==> src/rtl/run_detect_sched.sv <==
// rtl/run_detect_sched.sv - word scheduler around a serial run-of-ones detector
//
// Accepts a WIDTH-bit word on in_valid/in_ready, scans it MSB-first one bit
// per cycle through a run-of-ones detector, then presents the per-word
// detection count on out_valid/out_ready.
//
// Ports:
//   clk, rst         clock, synchronous active-high reset
//   in_valid/ready   word handshake (ready only in IDLE)
//   in_data          word to scan, bit WIDTH-1 first
//   carry            at accept: 1 keeps detector run state, 0 clears it
//   out_valid/ready  count handshake (valid only in REPORT)
//   out_count        saturating detection count of the last word
//   ser_en, ser_bit  bit being scanned this cycle
//   hit              detection pulse, one cycle after the completing bit
module run_detect_sched #(
    parameter int WIDTH   = 8,
    parameter int RUN_LEN = 3,
    parameter int CNT_W   = 4
) (
    input  logic             clk,
    input  logic             rst,
    input  logic             in_valid,
    output logic             in_ready,
    input  logic [WIDTH-1:0] in_data,
    input  logic             carry,
    output logic             out_valid,
    input  logic             out_ready,
    output logic [CNT_W-1:0] out_count,
    output logic             ser_en,
    output logic             ser_bit,
    output logic             hit
);

    localparam int IDX_W = $clog2(WIDTH);
    localparam logic [3:0]       RUN_TOP = 4'(RUN_LEN - 1);
    localparam logic [CNT_W-1:0] CNT_MAX = {CNT_W{1'b1}};

    typedef enum logic [1:0] {
        IDLE   = 2'd0,
        SHIFT  = 2'd1,
        REPORT = 2'd2
    } state_t;

    state_t           state;
    logic [WIDTH-1:0] sreg;
    logic [IDX_W-1:0] idx;
    logic [3:0]       run;
    logic [CNT_W-1:0] count;
    logic             hit_q;

    always_ff @(posedge clk) begin
        if (rst) begin
            state <= IDLE;
            sreg  <= '0;
            idx   <= '0;
            run   <= '0;
            count <= '0;
            hit_q <= 1'b0;
        end else begin
            hit_q <= 1'b0;
            case (state)
                IDLE: begin
                    if (in_valid) begin
                        sreg  <= in_data;
                        idx   <= IDX_W'(WIDTH - 1);
                        count <= '0;
                        // Run state survives across words only when the
                        // producer asks for a continuous bit stream.
                        if (!carry) begin
                            run <= '0;
                        end
                        state <= SHIFT;
                    end
                end
                SHIFT: begin
                    sreg <= {sreg[WIDTH-2:0], 1'b0};
                    if (!sreg[WIDTH-1]) begin
                        run <= '0;
                    end else if (run == RUN_TOP) begin
                        // A detection restarts the run at one, so overlapping
                        // runs count every RUN_LEN-1 further ones.
                        run   <= 4'd1;
                        hit_q <= 1'b1;
                        if (count != CNT_MAX) begin
                            count <= count + 1'b1;
                        end
                    end else begin
                        run <= run + 4'd1;
                    end
                    if (idx == '0) begin
                        state <= REPORT;
                    end else begin
                        idx <= idx - IDX_W'(1);
                    end
                end
                REPORT: begin
                    if (out_ready) begin
                        state <= IDLE;
                    end
                end
                default: state <= IDLE;
            endcase
        end
    end

    // in_ready is forced low during reset so nothing is accepted on a reset edge.
    assign in_ready  = (state == IDLE) && !rst;
    assign out_valid = (state == REPORT);
    assign out_count = count;
    assign ser_en    = (state == SHIFT);
    assign ser_bit   = ser_en & sreg[WIDTH-1];
    assign hit       = hit_q;

endmodule

==> config.mk <==
export PLATFORM = sky130hd
export DESIGN_NAME = run_detect_sched
export DESIGN_NICKNAME = d
export VERILOG_FILES = /design/src/rtl/run_detect_sched.sv
export SDC_FILE = /design/constraint.sdc
export NUM_CORES = 1
export LEC_CHECK = 0
export BUFFER_PORTS_ARGS = -buffer_cell sky130_fd_sc_hd__buf_2
export CORE_MARGIN = 2
export CORE_UTILIZATION = 35
export DETAILED_ROUTE_END_ITERATION = 8
export GPL_ROUTABILITY_DRIVEN = 0
export PLACE_DENSITY = 0.55
export REMOVE_ABC_BUFFERS = 1
export SLEW_MARGIN = 40
export SYNTH_ARGS = -nofsm -noshare
export SYNTH_HDL_FRONTEND = slang
export SYNTH_SLANG_ARGS = --single-unit
==> constraint.sdc <==
create_clock -name clk -period 1.5 [get_ports clk]
set_clock_uncertainty 0.15 [all_clocks]
set_input_delay 0.075 -clock clk [delete_from_list [all_inputs] [get_ports clk]]
set_output_delay 0.075 -clock clk [all_outputs]
set_load 0.02 [all_outputs]
==> impl_metrics.yaml <==
final_layout:
  diodes: 0
  mostFrequentLayoutCells: "29 x nor2_1, 20 x buf_2, 19 x dfxtp_1"
  syn2layout_area_growth_pct: 37.5
  final_area_mm2: 0.00152
  nets: 198
  final_common_cell: "nor2_1"
  drive_gt1_frac: 0.315
  n_fill_cell: 318
synth:
  synthXorXnorAreaFrac: 0.00793
  ys_seq_area_frac: 0.399
  syn_avg_cell_area_um2: 7.73
  postSynthCellCount: 143
  synthMuxAreaShare: 0.0204
  yosys_warnings: 0
  synthArstFlopShare: 0
  synth_edf_count: 0
  synthAdderAreaFrac: 0.0340
  synth_top_family_by_area: "simple AND/OR/NAND/NOR gates"
  synthSimpleGateAreaFrac: 0.327
  synth_compound_area_frac: 0.157
  syn_area_mm2: 0.00110
  ys_types: 32
  synth_seq_cells: 22
  ys.flop_type: "dfxtp_1"
sta:
  fmax_mhz: 649
  setup_viol_count_final: 2
  max_slew_margin: 0.692
  hold_viol_final: 0
  slew_violations: 0
  period_minus_slack_ps: 1540
  grt_setup_unrepaired: "yes"
  tns_ps: -74.5
  worst_slack_ps: -40.0
  worst_pin_slew_ps: 462
  fin_crit_sh: 1.03
global_route:
  track_usage: 0.153
  grt_pass1_vias: 991
  grt_util_met3: 0.0325
  grt_pass1_wl_mm: 4.14
  grt_start_max_net_pins: 24
  top_usage_layer: "met2"
  use_met2: 0.264
  grt.overflow.total: 0
  grt_use_met1: 0.173
  antenna_found_initial: 0
power:
  leakagePower_uw: 0.000647
  power.density_mw_per_mm2: 977
  peakVddDrop_uv: 432
setup_path:
  r2r-end: "out_count[1]"
  timing.rr.start: "state[1]"
  cp.arrival_ps: 1650
  crit_fanout: 6
  start_kind: "flop"
  cp-end-kind: "flop"
  required_ps: 1610
  r2r_setup_slack_ps: -40
  reg2regPathDepth: 4
  path_class: "flop to flop"
clock_tree:
  clock_latency_ps: 320
  clockRootBuffer: "clkbuf_4"
  htreeDepth: 1
  numCtsBuffers: 3
  clk_pin_slew_ps: 140
  clockBufferDepth: 2
  cts_sinks: 22
  cts_tree: "built"
route:
  wl_per_cell_um: 11.2
  first_pass_iters: 4
  routed_wl_mm: 2.52
  first_iter_violations: 45
  drc: 0
  vias: 1078
  via_per_inst: 4.79
  ant_nets: 0
min_path:
  worstHoldStart: "rst"
  holdPathStages: 2
  min_path_type: "input pin to flop"
  whs_endpoint: "run[2]"
floorplan:
  die_x_um: 60.2
  io_pins: 22
  num_rows: 20
  core_region_area_mm2: 0.00303
  initial_core_util: 0.365
  die_area_mm2: 0.00362
  die_h_um: 60.2
outcome:
  outcome: "finished, violations left"
  violations: "setup timing"
placement:
  dpl_cell_area_mm2: 0.00132
  dp_hpwl_mm: 1.71
  portBuffers: 21
run:
  drv_cap: 0
-- layout make-up --
type	count	area, um2	share of cell area
Clock buffer	3	22.5	0.0148
Clock inverter	1	30.0	0.0198
Inverter	8	32.5	0.0214
Multi-Input combinational cell	106	649	0.428
Sequential cell	22	449	0.296
Tap cell	44	55.1	0.0362
Timing Repair Buffer	41	280	0.185
-- report_power, final --
group          switching [uW]  internal (uW)
combinational             185            165
clock                     201            270
sequential               29.6            633
-- flip-flops by register name, summed over array words and instances (netlist names) --
signal	count
hit	1
idx	3
out_count	4
state	2
sreg	8
run	4
-- worst max-delay path by stage --
stage               cells past startpoint  startpoint  slack, ps            to
global placement                        6      idx[0]          9        idx[1]
detailed placement                      6      idx[0]        -20        idx[1]
global route                            4    state[1]        -90  out_count[1]
floorplan                               5    state[0]       -270        run[3]
finish                                  4    state[1]        -40  out_count[1]
CTS                                     3    state[0]         -5      in_ready
-- cells in the mapped netlist, types with 2 or more instances --
cell	number	area, um2
a211oi_1	4	30.0
a21oi_1	13	65.1
a22oi_1	2	15.0
buf_2	3	15.0
clkbuf_1	4	15.0
dfxtp_1	22	440
ha_1	3	37.5
inv_1	7	26.3
mux2_1	2	22.5
nand2_1	6	22.5
nand3_1	7	35.0
nand3b_1	2	15.0
nor2_1	33	124
nor2b_1	9	56.3
nor3_1	8	40.0
nor3b_1	2	15.0
-- logic make-up after synthesis --
logic type,count (synthesis)
multiplexers,2
buffers and inverters,15
adder cells (fa/ha/maj),3
AND/OR/NAND/NOR,73
AO/OA/AOI/OAI,27
XOR/XNOR,1
flip-flops,22
-- layer usage --
metal / up-vias / part of all wire
met4: 0 / 0.019
met3: 5 / 0.029
met5: - / 0
met1: 494 / 0.46
li1: 563 / -
met2: 16 / 0.49
-- worst max-delay path, stage by stage (launching register included) --
cell      delay, ps
dfxtp_4         380
and4bb_2        340
nand4_1         190
mux2_4          350
nor2_2           70
-- timing repair --
action,4_1_cts,5_1_grt
hold buffers,6,0
resized for setup,6,16
pin swaps,1,4
setup buffers,0,3
endpoints found under the hold margin,6,0
endpoints found under the setup margin,11,14
-- through the flow --
step / util / hold WS [ps] / instances / total power (uW) / worst slack, ps
finish: 0.502 / 22.7 / 225 / 1480 / -40.0
global route: 0.502 / 31.1 / 225 / 1580 / -92.0
CTS: 0.477 / 6.22 / 222 / 1470 / -5.16
detailed placement: 0.435 / 241 / 212 / 966 / -22.4
global placement: 0.435 / 256 / 212 / 956 / 9.23
floorplan: - / -5.93 / 136 / 863 / -269
(Power assumes the default switching activity.)
